$ cat config.mk
export PLATFORM = sky130hd
export DESIGN_NAME = cv32e40x_mult_issue
export DESIGN_NICKNAME = d
export VERILOG_FILES = /design/src/rtl/cv32e40x_mult_issue.sv
export SDC_FILE = /design/constraint.sdc
export NUM_CORES = 1
export LEC_CHECK = 0
export ABC_AREA = 1
export CAP_MARGIN = 5
export CORE_MARGIN = 2
export CORE_UTILIZATION = 39
export CTS_BUF_LIST = sky130_fd_sc_hd__clkbuf_16
export CTS_CLUSTER_SIZE = 40
export DETAILED_ROUTE_END_ITERATION = 6
export PLACE_DENSITY = 0.87
export SLEW_MARGIN = 20
export SYNTH_ARGS = -nofsm -noshare
export SYNTH_HDL_FRONTEND = slang
export SYNTH_SLANG_ARGS = --single-unit
$ cat constraint.sdc
create_clock -name clk -period 3.5 [get_ports clk]
set_input_delay 0.7 -clock clk [delete_from_list [all_inputs] [get_ports clk]]
set_output_delay 0.7 -clock clk [all_outputs]
set_load 0.02 [all_outputs]
$ cat src/rtl/cv32e40x_mult_issue.sv
// ----------------------------------------------------------------------------
// cv32e40x_mult_issue
//
// Issue stage directly upstream of the integer multiplier. Accepts decoded
// multiply / carry-less-multiply requests over a valid/ready handshake,
// decodes them once at acceptance, holds them, and drives the multiplier
// inputs from the head entry until the multiplier accepts (mult_ready_i).
// A held entry never changes while valid, because MULH re-reads the operands
// on four consecutive cycles.
//
// Configuration macro:
//   MULT_ISSUE_SKID_EN  defined   -> 2-entry FIFO (head + skid), registered
//                                    in_ready_o (no path from mult_ready_i)
//                       undefined -> single entry, in_ready_o combinational
//                                    from mult_ready_i
//
// Ports:
//   clk, rst_n          clock, asynchronous active-low reset
//   in_valid_i/ready_o  request handshake from ID/EX
//   in_op_i             000 MUL, 001 MULH, 010 MULHSU, 011 MULHU, 100 CLMUL
//   in_rs1_i/in_rs2_i   operands A/B
//   kill_i              flush all held requests (wins over accept)
//   illegal_o           one-cycle pulse after an illegal op is accepted
//   busy_o              at least one request held
//   mult_*_o            multiplier valid_i/operator_i/signed_mode_i/op_a_i/op_b_i
//   mult_ready_i        multiplier ready_o; head retires on valid && ready
// ----------------------------------------------------------------------------

package cv32e40x_mult_issue_pkg;

    typedef enum logic [1:0] {
        MUL_M32     = 2'b00,
        MUL_H       = 2'b01,
        MUL_B_CLMUL = 2'b10
    } mul_opcode_e;

    // One held request, already decoded for the multiplier.
    typedef struct packed {
        mul_opcode_e op;
        logic [1:0]  mode;
        logic [31:0] a;
        logic [31:0] b;
    } entry_t;

    typedef enum logic {
        EMPTY = 1'b0,
        HELD  = 1'b1
    } head_state_e;

endpackage

module cv32e40x_mult_issue
    import cv32e40x_mult_issue_pkg::*;
(
    input  logic        clk,
    input  logic        rst_n,

    input  logic        in_valid_i,
    output logic        in_ready_o,
    input  logic [2:0]  in_op_i,
    input  logic [31:0] in_rs1_i,
    input  logic [31:0] in_rs2_i,

    input  logic        kill_i,
    output logic        illegal_o,
    output logic        busy_o,

    output logic        mult_valid_o,
    output mul_opcode_e mult_operator_o,
    output logic [1:0]  mult_signed_mode_o,
    output logic [31:0] mult_op_a_o,
    output logic [31:0] mult_op_b_o,
    input  logic        mult_ready_i
);

    entry_t dec_entry;
    logic   dec_legal;
    logic   accept;
    logic   push;
    logic   retire;
    logic   illegal_q;
    logic   head_valid;
    entry_t head;

    // ------------------------------------------------------------------
    // Decode at acceptance
    // ------------------------------------------------------------------
    // NOTE: every always_comb output gets a default first so no path can
    // leave it unassigned (which would infer a latch).
    always_comb begin
        dec_legal      = 1'b1;
        dec_entry.op   = MUL_M32;
        dec_entry.mode = 2'b00;
        dec_entry.a    = in_rs1_i;
        dec_entry.b    = in_rs2_i;
        case (in_op_i)
            3'b000: ;                                                  // MUL
            3'b001: begin dec_entry.op = MUL_H; dec_entry.mode = 2'b11; end  // MULH
            3'b010: begin dec_entry.op = MUL_H; dec_entry.mode = 2'b01; end  // MULHSU
            3'b011: begin dec_entry.op = MUL_H; dec_entry.mode = 2'b00; end  // MULHU
            3'b100: dec_entry.op = MUL_B_CLMUL;                        // CLMUL
            default: dec_legal = 1'b0;
        endcase
    end

    // Illegal ops complete the handshake but are never stored.
    assign accept = in_valid_i && in_ready_o;
    assign push   = accept && dec_legal;
    assign retire = mult_valid_o && mult_ready_i;

    // NOTE: sequential state uses non-blocking assignments so all flops
    // update together at the edge regardless of statement order.
    always_ff @(posedge clk or negedge rst_n) begin
        if (!rst_n) begin
            illegal_q <= 1'b0;
        end else begin
            illegal_q <= accept && !dec_legal;
        end
    end

    assign illegal_o = illegal_q;

`ifdef MULT_ISSUE_SKID_EN
    // ------------------------------------------------------------------
    // Two-entry FIFO: head + skid slot, 1-bit wrap-around pointers.
    // ------------------------------------------------------------------
    entry_t     entries [2];
    logic       wr_ptr_q;
    logic       rd_ptr_q;
    logic [1:0] count_q;
    logic [1:0] count_d;
    logic       ready_q;

    // ready_q is "not full" registered from the next-cycle occupancy, so
    // mult_ready_i never reaches in_ready_o combinationally.
    assign in_ready_o = ready_q && !kill_i;

    always_comb begin
        count_d = count_q;
        case ({push, retire})
            2'b10:   count_d = count_q + 2'd1;
            2'b01:   count_d = count_q - 2'd1;
            default: count_d = count_q;
        endcase
        if (kill_i) begin
            count_d = 2'd0;
        end
    end

    always_ff @(posedge clk or negedge rst_n) begin
        if (!rst_n) begin
            count_q  <= 2'd0;
            wr_ptr_q <= 1'b0;
            rd_ptr_q <= 1'b0;
            ready_q  <= 1'b1;
        end else begin
            count_q <= count_d;
            ready_q <= (count_d != 2'd2);
            if (kill_i) begin
                wr_ptr_q <= 1'b0;
                rd_ptr_q <= 1'b0;
            end else begin
                if (push) begin
                    wr_ptr_q <= !wr_ptr_q;
                end
                if (retire) begin
                    rd_ptr_q <= !rd_ptr_q;
                end
            end
        end
    end

    // NOTE: the payload storage has no reset; its contents are only
    // observed through head_valid, which is reset.
    always_ff @(posedge clk) begin
        if (push) begin
            entries[wr_ptr_q] <= dec_entry;
        end
    end

    assign head_valid = (count_q != 2'd0);
    assign head       = entries[rd_ptr_q];

`else
    // ------------------------------------------------------------------
    // Single entry with EMPTY/HELD head state machine.
    // ------------------------------------------------------------------
    head_state_e state_q;
    head_state_e state_d;
    entry_t      entry_q;

    // A new request may enter in the same cycle the held one retires,
    // which keeps mult_valid_o high with no bubble.
    assign in_ready_o = ((state_q == EMPTY) || retire) && !kill_i;

    always_comb begin
        state_d = state_q;
        case (state_q)
            EMPTY:   if (push) state_d = HELD;
            HELD:    if (retire && !push) state_d = EMPTY;
            default: state_d = EMPTY;
        endcase
        if (kill_i) begin
            state_d = EMPTY;
        end
    end

    always_ff @(posedge clk or negedge rst_n) begin
        if (!rst_n) begin
            state_q <= EMPTY;
        end else begin
            state_q <= state_d;
        end
    end

    // push is only possible when empty or retiring, so a valid entry is
    // never overwritten while the multiplier is still reading it.
    always_ff @(posedge clk) begin
        if (push) begin
            entry_q <= dec_entry;
        end
    end

    assign head_valid = (state_q == HELD);
    assign head       = entry_q;
`endif

    // ------------------------------------------------------------------
    // Multiplier drive. Kill drops valid combinationally so the multiplier
    // returns to ALBL and clears its accumulator in the kill cycle.
    // ------------------------------------------------------------------
    assign busy_o             = head_valid;
    assign mult_valid_o       = head_valid && !kill_i;
    assign mult_operator_o    = head_valid ? head.op   : MUL_M32;
    assign mult_signed_mode_o = head_valid ? head.mode : 2'b00;
    assign mult_op_a_o        = head_valid ? head.a    : 32'd0;
    assign mult_op_b_o        = head_valid ? head.b    : 32'd0;

endmodule
======== Word-level counts from Yosys, hierarchy flattened ========
Cells that the tools add are included.
storage, ports and cells
  register bits after elaboration ......... 70
  bits of input ports ..................... 72
  output and inout bits ................... 72
cells by class
  equality and inequality tests ........... 4
  multiplexer cells ....................... 11
  bitwise logic cells ..................... 1
  reduce and logical (&&, ||, !) cells .... 14
operators by type and width
  cell                  number
  $mux W32              2
  $pmux W2 S2           2
  $logic_and A1 B1 Y1   7
  $eq A3 B2 Y1 const B  2
  $reduce_or A5 Y1      1
  $mux W1               4
  $mux W2               2
  $eq A3 B1 Y1 const B  1
  $eq A3 B3 Y1 const B  1
  $logic_not A1 Y1      3
  $logic_not A3 Y1      1
  $reduce_or A3 Y1      1
  $pmux W1 S2           1
  $logic_or A1 B1 Y1    1
  $not A1 Y1            1

======== Longest topological paths before layout ========
  word-level depth ........................ 12
  gate-level depth with buffers ........... 5
  gate-level depth less buffers ........... 5

======== Worst setup path after synthesis ========
OpenSTA, ideal clock, no wires.
  path kind ............................... input to register
  from .................................... input mult_ready_i
  to ...................................... register entry_q[0] (netlist bit) (enable)
  arrival time ............................ 2416 ps
  slack ................................... 662 ps
  cell stages on the path ................. 4
  buffers on the path ..................... 0
  cell sequence ........................... inv_1 > a21oi_4 > nand3_2 > inv_1
between the ends
  cells in the longest elaborated chain, start to end .. 5
RTL lines
  what                  line  RTL
  from (decl)           73    input logic mult_ready_i
  $logic_and A1 B1 Y1   109   assign retire = mult_valid_o && mult_ready_i;
  $logic_or A1 B1 Y1    194   assign in_ready_o = ((state_q == EMPTY) || retire) && !kill_i;
  $logic_and A1 B1 Y1   194
  net in_ready_o        59    output logic in_ready_o,
  $logic_and A1 B1 Y1   107   assign accept = in_valid_i && in_ready_o;
  $logic_and A1 B1 Y1   108   assign push = accept && dec_legal;
  net push              79    logic push;
  to (signal assigned)  220   entry_q <= dec_entry;
  to (decl)             190   entry_t entry_q;
The timed path passes the listed nets, and every way through them passes these cells.
A chain may end at the register's enable or synchronous reset.

======== Worst setup path in the final report ========
  from .................................... register state_q (netlist: busy_o)
  to ...................................... output mult_op_b_o[28]
between the ends
  cells in the longest elaborated chain, start to end .. 1
RTL lines
  what                    line  RTL
  from (decl)             188   head_state_e state_q;
  from (signal assigned)  212   state_q <= state_d;
  $mux W32                237   assign mult_op_b_o = head_valid ? head.b : 32'd0;
  to (decl)               72    output logic [31:0] mult_op_b_o,
Every way passes these cells.

==> results.json <==
{
  "crit_slowest_cell": "dfrtp_2",
  "h-tree-depth": 3,
  "slowest_delay_ns": 0.92,
  "core_area_mm2": 0.006794,
  "crit_path_max_fanout": 50,
  "vias": 2019,
  "synth-async-reset-ratio": 0.02857,
  "nFillCells": 511,
  "ff2ff_path_depth": 4,
  "cts_buffers": 9,
  "slew_violations": 0,
  "r2r-end": "entry_q[48]$_DFFE_PP_",
  "root_buffer": "clkbuf_16",
  "ir_worst_vdd_mv": 0.2691,
  "max_slew_margin": 0.4330,
  "postCtsSetupBuffers": 0,
  "rrSetupSlack_ns": 1.54,
  "p_per_area_mw_per_mm2": 463.1,
  "ys_warn_count": 0,
  "postSynthCellCount": 233,
  "cp.buffers_inverters": 3,
  "critical_path_arrival_ns": 2.39,
  "finalClockSkew_ns": 0.003406,
  "syn_nets": 305,
  "grt_pass1_wl_mm": 9.453,
  "fin_crit_sh": 0.8824,
  "place_ws_ns": 0.7174,
  "avgRoutedWirePerCell_um": 12.99,
  "gp_congestion": 0.6642,
  "synthTopCellsByArea": "edfxtp_1 (74%), inv_1 (10%), nand2_1 (9.7%), dfrtp_1 (1.8%), buf_2 (1.1%)",
  "grt_start_max_net_pins": 51,
  "hold_path.class": "in -> async",
  "clock_latency_ns": 0.32,
  "cp.required_ns": 2.80,
  "p_leak_nw": 2.122,
  "holdWs_ns": 0.5481,
  "drt_pass1_iterations": 4,
  "initial_core_util": 0.4048,
  "path_class": "reg -> out",
  "r2r-start": "busy_o$_DFF_PN0_",
  "ys_ff_latch": 70,
  "dpl-instance-area_mm2": 0.004289,
  "fin_ws_ns": 0.4118,
  "maxCapViolCount": 0,
  "p_total_mw": 2.132,
  "drc": 0,
  "multi_input_area_um2": 331.6,
  "viasPerCell": 4.180,
  "synth_cell_type_count": 14,
  "portBuffers": 143,
  "yosysTopAreaCell": "edfxtp_1",
  "grt_antenna_before_repair": 0,
  "max_freq_ghz": 0.3238,
  "die_area_mm2": 0.007740,
  "regArea_mm2": 0.002093,
  "synth_edf_count": 68,
  "fin_area_mm2": 0.004604,
  "final-setup-viol-count": 0,
  "grt_pass1_vias": 2080,
  "seq_area_frac_synth": 0.7607,
  "rsz0062_at_grt": "false",
  "fp.dieW_um": 87.98,
  "cts_sinks": 70,
  "syn_avg_cell_area_um2": 11.80,
  "grt_overflow": 0,
  "cts.hold.buffers_added": 0,
  "finalWirelength_mm": 6.276,
  "tns_ns": 0,
  "crit_family": "buffers and inverters",
  "area_growth_pct": 67.43,
  "final_antenna_net_count": 0,
  "place_hpwl_mm": 4.594,
  "initialDrtViolationCount": 103,
  "fin_crit_ns": 3.088,
  "post_cts_resized": 0,
  "final_net_count": 454,
  "outcome": "complete, no violations",
  "synth_top_area_frac": 0.7425,
  "cts_tree": "yes",
  "fp-row-count": 30,
  "die_y_um": 87.98,
  "synthFlopType": "edfxtp_1",
  "finalHoldViolations": 0,
  "crit_chain": "buf_4 > nand2_1 > inv_1 > clkdlybuf4s50_1",
  "crit_path_start_kind": "flop",
  "syn_area_mm2": 0.002750,
  "cts_max_path_buffers": 2,
  "worstMarginPinSlew_ns": 0.8504,
  "end_kind": "output pin",
  "path_clk_slew_ns": 0.05,
  "track_usage": 0.1641,
  "n_antenna_cell": 0,
  "drive_gt1_frac": 0.05685,
  "io_pins": 144
}
==> routing by layer <==
layer / global-route usage / share of wire
met1: 0.1727 / 0.37
met2: 0.3023 / 0.55
met3: 0.05090 / 0.065
met4: 0.06713 / 0.010
met5: 0 / 0
==> report_power, final <==
group          internal [mW]  leakage [nW]  switching (mW)  total [mW]
Combinational          0.126          1.31          0.0934       0.220
Sequential             0.957         0.652          0.0166       0.974
Clock                  0.619         0.157           0.320       0.939
==> worst max-delay path by stage <==
| stage | startpoint | depth (start not counted) | slack, ns | to |
|---|---|---|---|---|
| 6_report | busy_o$_DFF_PN0_ | 4 | 0.41 | mult_op_b_o[28] |
| 5_1_grt | busy_o$_DFF_PN0_ | 4 | 0.24 | mult_op_b_o[19] |
| 4_1_cts | busy_o$_DFF_PN0_ | 4 | 0.36 | mult_op_b_o[28] |
| 3_5_place_dp | busy_o$_DFF_PN0_ | 4 | 0.72 | mult_op_b_o[28] |
| 3_3_place_gp | busy_o$_DFF_PN0_ | 4 | 0.75 | mult_op_b_o[11] |
| 2_1_floorplan | mult_ready_i | 4 | 0.66 | entry_q[0]$_DFFE_PP_ |
==> final cells by class <==
type	count	area share
clock buffer	9	0.04891
clock inverter	7	0.01957
inverter	74	0.06033
multi-input combinational	81	0.07201
sequential	70	0.4546
tap	96	0.02609
timing repair buffer	146	0.3185
==> cell usage in the layout, fill, tap and decap left out <==
| cell type | instances |
|---|---|
| edfxtp_1 | 68 |
| clkinv_2 | 2 |
| dfrtp_1 | 1 |
| a21oi_4 | 1 |
| nor2_1 | 3 |
| inv_2 | 1 |
| a21oi_1 | 2 |
| nand2_1 | 71 |
| buf_4 | 2 |
| inv_1 | 74 |
| clkinvlp_4 | 1 |
| nand3_2 | 1 |
| dfrtp_2 | 1 |
| nor3_1 | 1 |
| clkinv_4 | 1 |
| clkdlybuf4s50_1 | 143 |
| clkbuf_16 | 9 |
| buf_12 | 1 |
| o21a_1 | 1 |
| bufinv_16 | 2 |
| o21ai_1 | 1 |
==> cell usage after synthesis (2+ instances only) <==
cell type,count
nand2_1,71
buf_2,6
dfrtp_1,2
inv_1,74
a21oi_1,2
edfxtp_1,68
nor2_1,3
==> flip-flops by register name, summed over array words and instances (netlist names) <==
signal / flops
entry_q: 68
illegal_o: 1
busy_o: 1
==> cell families after synthesis <==
| kind of cell | synth area share |
|---|---|
| flip-flops | 0.7607 |
| buffers and inverters | 0.1187 |
| AO/OA/AOI/OAI | 0.01410 |
| AND/OR/NAND/NOR | 0.1065 |
==> stage by stage <==
step             util  cells
6_report       0.6777    483
5_1_grt        0.6777    483
4_1_cts        0.6777    483
3_5_place_dp   0.6313    467
3_3_place_gp   0.6313    467
2_1_floorplan       -    233
No activity file was read; power rests on OpenSTA's default activity.
